===== config.mk =====
export PLATFORM = sky130hd
export DESIGN_NAME = wb_copy_master
export DESIGN_NICKNAME = d
export VERILOG_FILES = /design/src/rtl/wb_master_pkg.sv /design/src/rtl/wb_timeout_cnt.sv /design/src/rtl/wb_copy_master.sv
export SDC_FILE = /design/constraint.sdc
export NUM_CORES = 1
export LEC_CHECK = 0
export CAP_MARGIN = 20
export CORE_MARGIN = 10
export CORE_UTILIZATION = 55
export DETAILED_ROUTE_END_ITERATION = 6
export DONT_BUFFER_PORTS = 1
export PLACE_DENSITY = 0.7
export SLEW_MARGIN = 20
export SYNTH_ARGS = -nofsm -noshare
export SYNTH_HDL_FRONTEND = slang
export SYNTH_SLANG_ARGS = --single-unit
export TNS_END_PERCENT = 5

===== constraint.sdc =====
create_clock -name wb_clk_i -period 4.2 [get_ports wb_clk_i]
set_input_delay 0.84 -clock wb_clk_i [delete_from_list [all_inputs] [get_ports wb_clk_i]]
set_output_delay 0.84 -clock wb_clk_i [all_outputs]
set_load 0.005 [all_outputs]

===== src/rtl/wb_master_pkg.sv =====
// Shared definitions for the Wishbone copy master: FSM state encoding,
// byte-select constant and small state-classification helpers.
package wb_master_pkg;

  localparam int unsigned WB_DAT_W   = 32;
  localparam logic [3:0]  WB_SEL_ALL = 4'hF;

  typedef enum logic [2:0] {
    ST_IDLE    = 3'd0,
    ST_RD_REQ  = 3'd1,
    ST_RD_WAIT = 3'd2,
    ST_WR_REQ  = 3'd3,
    ST_WR_WAIT = 3'd4,
    ST_FINISH  = 3'd5
  } wb_state_e;

  // States in which the initiator waits for ack/err from the target.
  function automatic logic is_wait(input wb_state_e s);
    return (s == ST_RD_WAIT) || (s == ST_WR_WAIT);
  endfunction

  // States in which a bus cycle is open (cyc asserted).
  function automatic logic is_bus(input wb_state_e s);
    return (s == ST_RD_REQ) || (s == ST_RD_WAIT) ||
           (s == ST_WR_REQ) || (s == ST_WR_WAIT);
  endfunction

  // States belonging to the read half of a word transfer.
  function automatic logic is_rd(input wb_state_e s);
    return (s == ST_RD_REQ) || (s == ST_RD_WAIT);
  endfunction

  // States belonging to the write half of a word transfer.
  function automatic logic is_wr(input wb_state_e s);
    return (s == ST_WR_REQ) || (s == ST_WR_WAIT);
  endfunction

endpackage


===== src/rtl/wb_timeout_cnt.sv =====
// Per-access wait watchdog. Down-counter reloaded while clear_i is high and
// decremented on every enabled cycle; expired_o flags the TIMEOUT-th
// consecutive enabled cycle (terminal count reached while still enabled).
module wb_timeout_cnt #(
  parameter int unsigned TIMEOUT = 255
) (
  input  logic clk_i,
  input  logic rst_i,
  input  logic clear_i,
  input  logic enable_i,
  output logic expired_o
);

  // TIMEOUT-1 is the largest value ever loaded, so clog2(TIMEOUT) bits suffice.
  localparam int unsigned CNT_W = (TIMEOUT > 1) ? $clog2(TIMEOUT) : 1;
  localparam logic [CNT_W-1:0] LOAD_VAL = CNT_W'(TIMEOUT - 1);

  logic [CNT_W-1:0] cnt_q, cnt_d;

  // Reload on clear, otherwise count down toward zero while enabled.
  always_comb begin
    cnt_d = cnt_q;
    if (clear_i) begin
      cnt_d = LOAD_VAL;
    end else if (enable_i && (cnt_q != '0)) begin
      cnt_d = cnt_q - 1'b1;
    end
  end

  // Counter register with synchronous reset.
  always_ff @(posedge clk_i) begin
    if (rst_i) begin
      cnt_q <= '0;
    end else begin
      cnt_q <= cnt_d;
    end
  end

  assign expired_o = enable_i && !clear_i && (cnt_q == '0);

endmodule


===== src/rtl/wb_copy_master.sv =====
// Wishbone pipelined initiator that copies len_i 32-bit words from src to
// dst, one read followed by one write per word, holding cyc for the whole
// transfer.
//
// state      | meaning
// -----------+-------------------------------------------------------------
// IDLE       | waiting for start_i; bus released
// RD_REQ     | read request on bus (stb=1, we=0, adr=src), held while stalled
// RD_WAIT    | read issued, waiting for ack/err or watchdog expiry
// WR_REQ     | write request on bus (stb=1, we=1, adr=dst), held while stalled
// WR_WAIT    | write issued, waiting for ack/err or watchdog expiry
// FINISH     | bus released; done pulse follows on the next cycle
module wb_copy_master
  import wb_master_pkg::*;
#(
  parameter int unsigned ADDR_W  = 32,
  parameter int unsigned LEN_W   = 16,
  parameter int unsigned TIMEOUT = 255
) (
  input  logic                wb_clk_i,
  input  logic                wb_rst_i,
  input  logic                start_i,
  input  logic [ADDR_W-1:0]   src_adr_i,
  input  logic [ADDR_W-1:0]   dst_adr_i,
  input  logic [LEN_W-1:0]    len_i,
  output logic                busy_o,
  output logic                done_o,
  output logic                err_o,
  output logic                wb_cyc_o,
  output logic                wb_stb_o,
  output logic                wb_we_o,
  output logic [ADDR_W-1:0]   wb_adr_o,
  output logic [WB_DAT_W-1:0] wb_dat_o,
  output logic [3:0]          wb_sel_o,
  input  logic [WB_DAT_W-1:0] wb_dat_i,
  input  logic                wb_ack_i,
  input  logic                wb_err_i,
  input  logic                wb_stall_i
);

  localparam logic [ADDR_W-1:0] WORD_STRIDE = ADDR_W'(4);
  localparam logic [LEN_W-1:0]  LAST_WORD   = LEN_W'(1);

  wb_state_e           state_q, state_d;
  logic [ADDR_W-1:0]   src_q, src_d;
  logic [ADDR_W-1:0]   dst_q, dst_d;
  logic [LEN_W-1:0]    len_q, len_d;
  logic [WB_DAT_W-1:0] data_q, data_d;
  logic                err_q, err_d;
  logic                done_q, done_d;

  logic                tmo_clear;
  logic                tmo_enable;
  logic                tmo_expired;

  // The watchdog runs only across consecutive wait cycles of one access;
  // every wait is preceded by a request state, which reloads it.
  assign tmo_enable = is_wait(state_q);
  assign tmo_clear  = !is_wait(state_q);

  wb_timeout_cnt #(
    .TIMEOUT (TIMEOUT)
  ) u_timeout (
    .clk_i     (wb_clk_i),
    .rst_i     (wb_rst_i),
    .clear_i   (tmo_clear),
    .enable_i  (tmo_enable),
    .expired_o (tmo_expired)
  );

  // Next-state and datapath updates for the copy sequence.
  always_comb begin
    state_d = state_q;
    src_d   = src_q;
    dst_d   = dst_q;
    len_d   = len_q;
    data_d  = data_q;
    err_d   = err_q;
    // done is registered from FINISH so it pulses the cycle after it.
    done_d  = (state_q == ST_FINISH);

    unique case (state_q)
      ST_IDLE: begin
        if (start_i) begin
          src_d   = {src_adr_i[ADDR_W-1:2], 2'b00};
          dst_d   = {dst_adr_i[ADDR_W-1:2], 2'b00};
          len_d   = len_i;
          err_d   = 1'b0;
          state_d = (len_i == '0) ? ST_FINISH : ST_RD_REQ;
        end
      end

      ST_RD_REQ: begin
        if (!wb_stall_i) begin
          state_d = ST_RD_WAIT;
        end
      end

      ST_RD_WAIT: begin
        // err wins over a simultaneous ack; ack wins over watchdog expiry.
        if (wb_err_i) begin
          err_d   = 1'b1;
          state_d = ST_FINISH;
        end else if (wb_ack_i) begin
          data_d  = wb_dat_i;
          state_d = ST_WR_REQ;
        end else if (tmo_expired) begin
          err_d   = 1'b1;
          state_d = ST_FINISH;
        end
      end

      ST_WR_REQ: begin
        if (!wb_stall_i) begin
          state_d = ST_WR_WAIT;
        end
      end

      ST_WR_WAIT: begin
        if (wb_err_i) begin
          err_d   = 1'b1;
          state_d = ST_FINISH;
        end else if (wb_ack_i) begin
          src_d   = src_q + WORD_STRIDE;
          dst_d   = dst_q + WORD_STRIDE;
          len_d   = len_q - 1'b1;
          state_d = (len_q == LAST_WORD) ? ST_FINISH : ST_RD_REQ;
        end else if (tmo_expired) begin
          err_d   = 1'b1;
          state_d = ST_FINISH;
        end
      end

      ST_FINISH: begin
        state_d = ST_IDLE;
      end

      default: begin
        state_d = ST_IDLE;
      end
    endcase
  end

  // State and datapath registers with synchronous reset.
  always_ff @(posedge wb_clk_i) begin
    if (wb_rst_i) begin
      state_q <= ST_IDLE;
      src_q   <= '0;
      dst_q   <= '0;
      len_q   <= '0;
      data_q  <= '0;
      err_q   <= 1'b0;
      done_q  <= 1'b0;
    end else begin
      state_q <= state_d;
      src_q   <= src_d;
      dst_q   <= dst_d;
      len_q   <= len_d;
      data_q  <= data_d;
      err_q   <= err_d;
      done_q  <= done_d;
    end
  end

  // Bus outputs decoded from the registered state; all are zero in IDLE
  // and FINISH, so an abort by reset releases the bus on the next cycle.
  always_comb begin
    wb_cyc_o = is_bus(state_q);
    wb_stb_o = (state_q == ST_RD_REQ) || (state_q == ST_WR_REQ);
    wb_we_o  = is_wr(state_q);
    wb_sel_o = is_bus(state_q) ? WB_SEL_ALL : 4'h0;
    wb_adr_o = '0;
    if (is_rd(state_q)) begin
      wb_adr_o = src_q;
    end else if (is_wr(state_q)) begin
      wb_adr_o = dst_q;
    end
  end

  assign wb_dat_o = data_q;
  assign busy_o   = (state_q != ST_IDLE);
  assign done_o   = done_q;
  assign err_o    = err_q;

endmodule

==> flow_summary_export.csv, run 1 <==
group,metric,value,unit
timing,slew_headroom,28.7,%
job,max_cap_viol_count,0,
routing,drc,0,
critical_path,r2r_cells,5,
routing,num_vias,7186,
clocking,cts_setup_buffers,0,
synth,syn_area_per_cell,7.41,um^2
floorplanning,core,12500,um^2
critical_path,slowest_stage,"dfxtp_1",
floorplanning,rows,41,
min_path,hp-class,"reg -> reg",
floorplanning,io-pin-count,192,
synth,synth.cell_area,7000,um^2
critical_path,worstPathCellList,"or3b_4 -> nand2_1 -> buf_4 -> or2_2",
timing,drv_slew,0,
pwr,power.leakage,2.60,nW
critical_path,reg2reg_from,"state_q[2]",
synth,synth_ff_type,"dfxtp_1",
timing,tightest_slew,1070,ps
timing,fmax,276,MHz
routing,ant_nets,0,
clocking,clockRootBuffer,"clkbuf_16",
global_routing,antenna_found_initial,2,
critical_path,cp.arrival,2790,ps
global_routing,grt_pass1_wl,35.6,mm
clocking,cts_max_level,4,
timing,finalSetupViolCount,0,
layout,syn2layout_area_growth,8.71,%
global_routing,grt_max_degree,113,
floorplanning,die_w,133,um
synth,synth-seq-cells,121,
placement,globalplace.congestion,0.904,
timing,timing.hold.ws,471,ps
critical_path,worstReg2RegEnd,"len_q[12]",
global_routing,grt_use_met2,38.8,%
clocking,cts_tree,"done",
global_routing,grt_pass1_vias,6772,
clocking,cts_buffer_depth,2,
timing,fin_crit,3630,ps
placement,post-dp-hpwl,15.5,mm
routing,drtPass1Iterations,5,
global_routing,grt.total_usage,24.3,%
routing,drtIter0Drc,666,
critical_path,crit_end,"wb_sel_o[0]",
global_routing,grtUsageMet3,7.08,%
routing,wl_per_cell,20.9,um
critical_path,required,3360,ps
critical_path,end_kind,"output pin",
synth,yosysUniqueCellTypes,70,
timing,fin_worst_skew,5.33,ps
clocking,cts_hold_buf,0,
floorplanning,die_area,17600,um^2
synth,synth_warnings,0,
synth,synth_cells,944,
synth,synth-edff-count,0,
critical_path,setup.worst_path.start,"state_q[2]",
clocking,clkLatencyLatePin,410,ps
timing,rsz0062_at_grt,"no",
layout,drive_above_1_share,7.17,%
clocking,cts_resized,0,
critical_path,crit_path_start_kind,"register",
timing,hold_violations,0,
layout,nets,1017,
placement,io_buffer_count,0,
floorplanning,die_h,133,um
clocking,cts_sinks,121,
critical_path,worstSetupPathType,"reg -> out",
routing,viasPerCell,6.66,
pwr,ir_worst_vdd,0.226,mV
critical_path,critPathMaxStageDelay,700,ps
synth,async_flop_share,0,%
critical_path,crit_fanout,20,
clocking,cts_buffers,17,
pwr,powerDensity,448,nW/um^2
synth,seq_area_frac_synth,34.6,%
critical_path,ff2ff_setup_slack,1420,ps
timing,final.setup.tns,0,ps
global_routing,gr-max-usage-layer,"met2",
global_routing,grt.overflow.total,0,
routing,drt_wl_total,22.5,mm
floorplanning,initial_utilization,55.9,%
outcome,status,"finished, final reports clean",
global_routing,use_met1,29.5,%
layout,fillCellCount,1200,
clocking,clk_pin_slew,60,ps
timing,period_share,86.3,%
metrics by stage:
stage                     util [%]  total power [mW]  setup WS, ps  instance area, um^2  cells
after floorplan                  -              1.75          1720                 7000    945
after global placement        55.6              1.83          1160                 6960   1046
after CTS                     60.7              3.42           630                 7600   1078
final                         60.8              3.41           575                 7610   1079
after detailed placement      55.6              1.86          1090                 6960   1046
after global routing          60.8              3.56           404                 7610   1079
layout by cell type (no fill, tap or decap), types with 12 or more instances in the layout:
cell,count
nor2_1,85
clkbuf_16,17
a22o_1,36
or3_1,12
nor3_1,34
dfxtp_1,121
a31oi_1,23
nand4_1,26
nand2_1,130
nor4_1,21
o21ai_0,68
buf_4,12
nand3_1,32
a21oi_1,93
a211oi_1,19
cells by family (layout without fill, tap and decap cells):
kind of cell | count (synthesis) | after routing | synth area share (%)
compound gates | 308 | 308 | 28.2
xor+xnor | 7 | 7 | 0.876
fa+ha+maj | 6 | 6 | 1.07
buf+inv | 93 | 54 | 5.99
flops | 121 | 121 | 34.6
mux | 3 | 3 | 0.465
other cells | 1 | 3 | 0.0536
simple gates | 405 | 405 | 28.7
worst min-delay path by stage:
stage,from,endpoint,slack (ps),depth (start not counted)
detailed placement,len_q[13],len_q[13],460,2
CTS,len_q[13],len_q[13],470,2
global route,wb_rst_i,wb_dat_o[18],470,1
floorplan,len_q[13],len_q[13],450,2
global placement,len_q[13],len_q[13],460,2
finish,wb_dat_o[5],wb_dat_o[5],470,2
synthesized netlist by cell type, drive strengths merged, types with 3 or more instances:
cell type  number  area share [%]
a22oi           9            0.97
o41ai           4            0.50
o21a            4            0.43
dfxtp         121              35
or3            12             1.1
nand3b          3            0.32
a22o           36             4.5
buf            32             2.7
nor3           36             2.6
clkbuf         51             2.8
a221oi          4            0.50
o31ai           5            0.54
o21ai          70             5.0
or2             5            0.45
or4b            4            0.63
a21oi          93             6.7
xnor2           3            0.38
and2           14             1.3
a311oi          7            0.88
ha              6             1.1
nor2           87             4.9
inv            10            0.54
a21o           10             1.1
o31a            3            0.38
a31oi          23             2.1
nor3b           3            0.32
nand3          32             2.3
or4             3            0.32
nand2         131             7.1
nand4          26             2.3
a32o            5            0.72
a211oi         19             2.0
nor4           23             2.5
and4            4            0.50
nand2b          4            0.36
xor2            4            0.50
nor2b           3            0.27
and3           10            0.89
critical path: cells and delay by family (launching register included):
kind,cells,cell delay (ps)
AND/OR/NAND/NOR,3,1310
buffers and inverters,1,340
flip-flops,1,700
metal layers:
metal / wire length [um] / part of all wire, %
met1: 9240 / 41
met2: 10900 / 48
met3: 1750 / 7.8
met4: 639 / 2.8
met5: 20 / 0.089
report_power, final:
part / internal [mW] / total [mW] / switching [mW] / leakage, nW
clock network: 1.01 / 1.56 / 0.551 / 0.295
registers: 1.24 / 1.36 / 0.125 / 0.992
logic: 0.187 / 0.485 / 0.298 / 1.31
total: 2.44 / 3.41 / 0.974 / 2.60
area by class of cell:
type / instances / area, um^2 / area share, %
diodes: 1 / 2.50 / 0.0329
clock buffers: 18 / 439 / 5.77
repair buffers: 12 / 90.1 / 1.18
flip-flops and latches: 121 / 2420 / 31.8
multi-input cells: 731 / 4200 / 55.3
inverters: 10 / 37.5 / 0.493
clock inverters: 14 / 198 / 2.60
well taps: 172 / 215 / 2.83
sequential cells by signal, indices dropped and copies added (netlist names):
name	flops
wb_dat_o	32
dst_q	30
src_q	30
len_q	16
u_timeout.cnt_q	8
state_q	3
done_o	1
err_o	1
No activity file was read; power rests on OpenSTA's default activity.
==> run 2: changes to the inputs <==
--- a/config.mk
+++ b/config.mk
@@ -11,8 +11,9 @@
 export DETAILED_ROUTE_END_ITERATION = 6
 export DONT_BUFFER_PORTS = 1
 export PLACE_DENSITY = 0.7
-export SLEW_MARGIN = 20
+export SLEW_MARGIN = 0
 export SYNTH_ARGS = -nofsm -noshare
 export SYNTH_HDL_FRONTEND = slang
+export SYNTH_HIERARCHICAL = 1
 export SYNTH_SLANG_ARGS = --single-unit
 export TNS_END_PERCENT = 5
==> flow_summary_export.csv, run 2 <==
group,metric,value,unit
timing,fmax,316,MHz
synth,synth-simple-area-share,28.3,%
critical_path,end_kind,"output pin",
placement,globalplace.congestion,0.872,
timing,finalSetupViolCount,0,
layout,stdcell_count,1068,
global_routing,grt_pass1_wl,34.8,mm
layout,layout_commonest_cell,"nand2_1",
timing,tightest_slew,1060,ps
floorplanning,io-pin-count,192,
synth,yosysMostFrequentCell,"nand2_1",
routing,drc,0,
synth,synth_compound_area_share,28.8,%
global_routing,grt.overflow.total,0,
floorplanning,initial_utilization,55.8,%
synth,synth-seq-cells,121,
global_routing,grt_max_degree,106,
layout,regArea,2420,um^2
min_path,hp-class,"reg -> reg",
floorplanning,die_area,17700,um^2
synth,async_flop_share,0,%
synth,synth.cell_area,7010,um^2
job,max_cap_viol_count,0,
synth,syn_area_per_cell,7.52,um^2
timing,fin_worst_skew,10.2,ps
outcome,status,"finished, final reports clean",
synth,synth_cells,933,
pwr,ir_worst_vdd,0.297,mV
clocking,cts_resized,0,
synth,synth_mux_area_share,1.57,%
layout,largest_register_ffs,32,
floorplanning,rows,41,
routing,ant_nets,0,
synth,synth_adder_area_share,1.07,%
clocking,clkLatencyLatePin,430,ps
clocking,cts_max_level,4,
synth,synth-xor-area-share,0.250,%
synth,synth_warnings,6,
synth,ys_top_cells_by_area,"dfxtp_1 35%, nand2_1 8.1%, a21oi_1 7.2%",
timing,final.setup.tns,0,ps
routing,viasPerCell,6.67,
layout,drive_above_1_share,8.04,%
floorplanning,die_w,133,um
timing,period_share,75.5,%
synth,synth_ff_type,"dfxtp_1",
synth,synth_top_family_by_area,"compound AO/OA/AOI/OAI gates",
pwr,totalPowerFinal,3.18,mW
clocking,clockRootBuffer,"clkbuf_16",
critical_path,worstSetupPathType,"reg -> out",
synth,yosysUniqueCellTypes,77,
timing,drv_slew,0,
routing,drtIter0Drc,934,
pwr,powerDensity,419,nW/um^2
layout,fillCellCount,1121,
clocking,cts_tree,"done",
clocking,cts_buffer_depth,2,
synth,synth_common_cells,"151 x nand2_1, 121 x dfxtp_1, 101 x a21oi_1, 74 x nor2_1, 61 x clkbuf_1",
layout,diodes,0,
timing,fin_crit,3170,ps
routing,num_vias,7119,
global_routing,antenna_found_initial,1,
global_routing,grt_pass1_vias,6672,
critical_path,crit_path_start_kind,"register",
clocking,cts_hold_buf,0,
timing,timing.hold.ws,475,ps
clocking,cts_buffers,17,
routing,drtPass1Iterations,5,
routing,wl_per_cell,20.7,um
floorplanning,die_h,133,um
floorplanning,core,12600,um^2
timing,setup_slack,1030,ps
pwr,power.leakage,2.67,nW
timing,slew_headroom,29.3,%
placement,io_buffer_count,0,
synth,seq_area_frac_synth,34.5,%
layout,nets,1007,
routing,drt_wl_total,22.1,mm
clocking,cts_setup_buffers,0,
layout,layout_common_cells,"151 x nand2_1, 121 x dfxtp_1, 100 x a21oi_1",
timing,hold_violations,0,
critical_path,cp.arrival,2330,ps
clocking,cts_sinks,121,
synth,synth_top_area_share,34.5,%
timing,rsz0062_at_grt,"no",
critical_path,required,3360,ps
placement,post-dp-hpwl,15.0,mm
layout,syn2layout_area_growth,8.40,%
placement,dp_cells,1035,
synth,synth_top_area_cell,"dfxtp_1",
layout,multi_input_area,4230,um^2
global_routing,grt.total_usage,23.8,%
clocking,clk_pin_slew,60,ps
critical_path,crit_fanout,32,
synth,synth-edff-count,0,
placement,pre_cts_slack,1480,ps
run 2: per-stage QoR:
stage	cell area (um^2)	util [%]
6_report	7600	60.5
5_1_grt	7600	60.5
4_1_cts	7590	60.4
3_5_place_dp	7000	55.7
3_3_place_gp	7000	55.7
2_1_floorplan	7020	-
run 2: cells by family (layout without fill, tap and decap cells):
kind of cell | after synthesis | after routing
flops | 121 | 121
simple gates | 395 | 395
fa+ha+maj | 6 | 6
compound gates | 305 | 305
xor+xnor | 2 | 2
mux | 11 | 11
buf+inv | 92 | 54
other cells | 1 | 2
run 2: area by class of cell:
class                      instances  share of cell area (%)
clock buffer                      17                    5.60
clock inverter                    15                    2.22
inverter                          12                   0.592
multi-input combinational        721                    55.7
sequential                       121                    31.9
tap                              172                    2.83
timing repair buffer              10                    1.20
run 2: critical path, stage by stage, from the launching register on:
cell	delay, ps
dfxtp_1	730
or3b_4	450
nand2_1	80
buf_4	360
or2_2	270
run 2: layer usage:
layer | track usage (%) | vias up | wire length [um]
met5 | 0 | - | 13
met4 | 10.3 | 2 | 558
met3 | 8.59 | 48 | 2570
met2 | 37.5 | 386 | 10400
met1 | 28.4 | 3310 | 8600
li1 | - | 3373 | -
run 2: power breakdown:
part           total (mW)  switching [mW]  internal (mW)
clock network        1.47           0.583          0.883
registers            1.33           0.110           1.22
logic               0.384           0.232          0.153
run 2: worst paths after layout:
check | start | end | slack (ps) | cells after the start
max | state_q[2] | wb_sel_o[0] | 1030 | 4
min | wb_dat_o[15] | wb_dat_o[15] | 480 | 2
max reg2reg | state_q[2] | src_q[31] | 1510 | 5
min reg2reg | wb_dat_o[15] | wb_dat_o[15] | 480 | 2
==> run 3: changes to the inputs <==
--- a/config.mk
+++ b/config.mk
@@ -5,6 +5,7 @@
 export SDC_FILE = /design/constraint.sdc
 export NUM_CORES = 1
 export LEC_CHECK = 0
+export ABC_AREA = 1
 export CAP_MARGIN = 20
 export CORE_MARGIN = 10
 export CORE_UTILIZATION = 55
==> constraint.sdc (replaced) <==
create_clock -name wb_clk_i -period 3.07 [get_ports wb_clk_i]
set_input_delay 0.614 -clock wb_clk_i [delete_from_list [all_inputs] [get_ports wb_clk_i]]
set_output_delay 0.614 -clock wb_clk_i [all_outputs]
set_load 0.005 [all_outputs]
==> flow_summary_export.csv, run 3 <==
group,metric,value,unit
min_path,hp-class,"in -> reg",
floorplanning,core,13900,um^2
global_routing,grt_max_degree,118,
placement,post-dp-hpwl,18.5,mm
synth,synth-seq-cells,121,
clocking,cts_hold_buf,0,
timing,fin_worst_skew,5.95,ps
synth,synth.cell_area,7870,um^2
critical_path,crit_fanout,24,
timing,setup_slack,24.0,ps
timing,finalSetupViolCount,0,
layout,final_core_util,60.8,%
clocking,clockRootBuffer,"clkbuf_16",
pwr,clkPwrFrac,24.9,%
timing,rsz0062_at_grt,"yes",
floorplanning,rows,43,
timing,period_share,99.2,%
global_routing,grt.total_usage,24.7,%
layout,diodes,0,
synth,synth_ff_type,"dfxtp_1",
routing,drt_wl_total,25.1,mm
routing,drc,0,
global_routing,grt_pass1_vias,7839,
synth,synth_top_area_share,30.8,%
pwr,power.internal,4.18,mW
layout,drive_above_1_share,4.30,%
critical_path,cp.arrival,2430,ps
synth,yosysMostFrequentCell,"nand2_1",
synth,synth_warnings,6,
pwr,powerDensity,921,nW/um^2
global_routing,grt.overflow.total,0,
timing,tightest_slew,901,ps
clocking,cts_max_level,4,
critical_path,worstPathCellList,"inv_2 -> nor2_1 -> nand2_1 -> nand2_1 -> inv_1 -> o21ai_0",
clocking,clkLatencyLatePin,420,ps
critical_path,critPathTopFamily,"simple AND/OR/NAND/NOR gates",
floorplanning,initial_utilization,56.5,%
routing,viasPerCell,5.51,
timing,fmax,328,MHz
routing,num_vias,8424,
clocking,cts_buffers,17,
timing,slew_headroom,39.9,%
clocking,cts_sinks,121,
critical_path,end_kind,"output pin",
critical_path,required,2460,ps
timing,hold_violations,0,
synth,syn_area_per_cell,5.74,um^2
layout,stdcell_count,1529,
timing,final.setup.tns,0,ps
pwr,ir_worst_vdd,0.485,mV
outcome,status,"finished, final reports clean",
critical_path,crit_path_start_kind,"register",
floorplanning,io-pin-count,192,
routing,ant_nets,0,
critical_path,critPathMaxStageDelay,500,ps
routing,drtIter0Drc,802,
synth,yosysUniqueCellTypes,33,
critical_path,worstSetupPathType,"reg -> out",
clocking,clk_pin_slew,60,ps
placement,io_buffer_count,0,
critical_path,cp_num_buf_inv,2,
synth,synth_common_cells,"390 x nand2_1, 298 x nor2_1, 121 x dfxtp_1, 113 x inv_1, 102 x nand3_1",
layout,layout_commonest_cell,"nand2_1",
pwr,p_sw_share,46.4,%
clocking,cts_buffer_depth,2,
routing,wl_per_cell,16.4,um
layout,layout_common_cells,"389 x nand2_1, 297 x nor2_1, 121 x dfxtp_1",
critical_path,cp_common_cell,"nand2_1",
floorplanning,die_area,19500,um^2
synth,synth_top_area_cell,"dfxtp_1",
job,max_cap_viol_count,0,
layout,largest_register_ffs,32,
placement,pre_cts_slack,316,ps
pwr,p_sw,3.62,mW
floorplanning,die_h,140,um
synth,synth_cells,1372,
layout,nets,1460,
placement,dp_cells,1497,
synth,synth-edff-count,0,
pwr,p_comb_share,42.7,%
synth,seq_area_frac_synth,30.8,%
synth,async_flop_share,0,%
global_routing,antenna_found_initial,0,
pwr,power.leakage,3.27,nW
floorplanning,die_w,140,um
routing,drtPass1Iterations,6,
layout,fillCellCount,1420,
clocking,cts_tree,"done",
placement,globalplace.congestion,0.967,
pwr,power.share.sequential,32.5,%
timing,fin_crit,3050,ps
synth,ys_top_cells_by_area,"dfxtp_1 31%, nand2_1 19%, nor2_1 14%",
global_routing,grt_pass1_wl,39.9,mm
critical_path,slowest_stage,"o21ai_0",
layout,syn2layout_area_growth,7.58,%
timing,drv_slew,0,
==> run 3: through the flow <==
stage | total power, mW | hold WS [ps] | cell area (um^2)
after floorplan | 5.11 | 440 | 7880
final | 7.80 | 257 | 8470
after detailed placement | 5.83 | 461 | 7900
after global placement | 5.79 | 450 | 7900
after CTS | 7.79 | 249 | 8470
after global routing | 8.44 | 249 | 8470
==> run 3: power by group through the flow <==
| stage | clock network [mW] | logic (mW) | registers (mW) |
|---|---|---|---|
| after floorplan | 0 | 2.72 | 2.38 |
| after global placement | 0 | 3.24 | 2.55 |
| after detailed placement | 0 | 3.28 | 2.54 |
| after CTS | 1.97 | 3.31 | 2.52 |
| after global routing | 2.04 | 3.80 | 2.60 |
| final | 1.94 | 3.33 | 2.53 |
==> run 3: final cells by class <==
class | instances | area, um^2 | area share [%]
Multi-Input combinational cell | 1073 | 4730 | 55.8
Sequential cell | 121 | 2420 | 28.6
Inverter | 116 | 435 | 5.14
Clock buffer | 18 | 429 | 5.07
Tap cell | 180 | 225 | 2.66
Clock inverter | 14 | 138 | 1.63
Timing Repair Buffer | 7 | 90.1 | 1.06
==> run 3: metal layers <==
metal	GRT usage (%)	wire, um	up-vias
met4	9.40	683	0
met2	38.6	11100	316
met1	30.5	10800	3728
li1	-	-	4335
met3	8.47	2450	45
met5	0	0	-
==> run 3: timing repair <==
item / in CTS / in global routing
gates resized for setup: 1 / 0
cloned: 0 / 0
endpoints found under the setup margin: 5 / 13
setup buffers: 0 / 0
==> run 3: final timing paths <==
| path | to | start | cells after the start | slack [ps] |
|---|---|---|---|---|
| worst max-delay path | wb_adr_o[11] | state_q[0] | 6 | 20 |
| worst min-delay path | u_timeout/cnt_q[2] | wb_rst_i | 1 | 260 |
| worst max register to register | src_q[20] | state_q[1] | 11 | 680 |
| worst min register to register | u_timeout/cnt_q[0] | u_timeout/cnt_q[0] | 2 | 470 |
==> run 3: kinds of logic (layout without fill, tap and decap cells) <==
| family | count (synthesis) | in the layout | synth area share [%] |
|---|---|---|---|
| fa+ha+maj | 6 | 6 | 0.954 |
| xor+xnor | 3 | 3 | 0.334 |
| simple gates | 832 | 832 | 42.8 |
| compound gates | 230 | 230 | 15.5 |
| other cells | 1 | 2 | 0.0476 |
| flops | 121 | 121 | 30.8 |
| buf+inv | 179 | 155 | 9.55 |
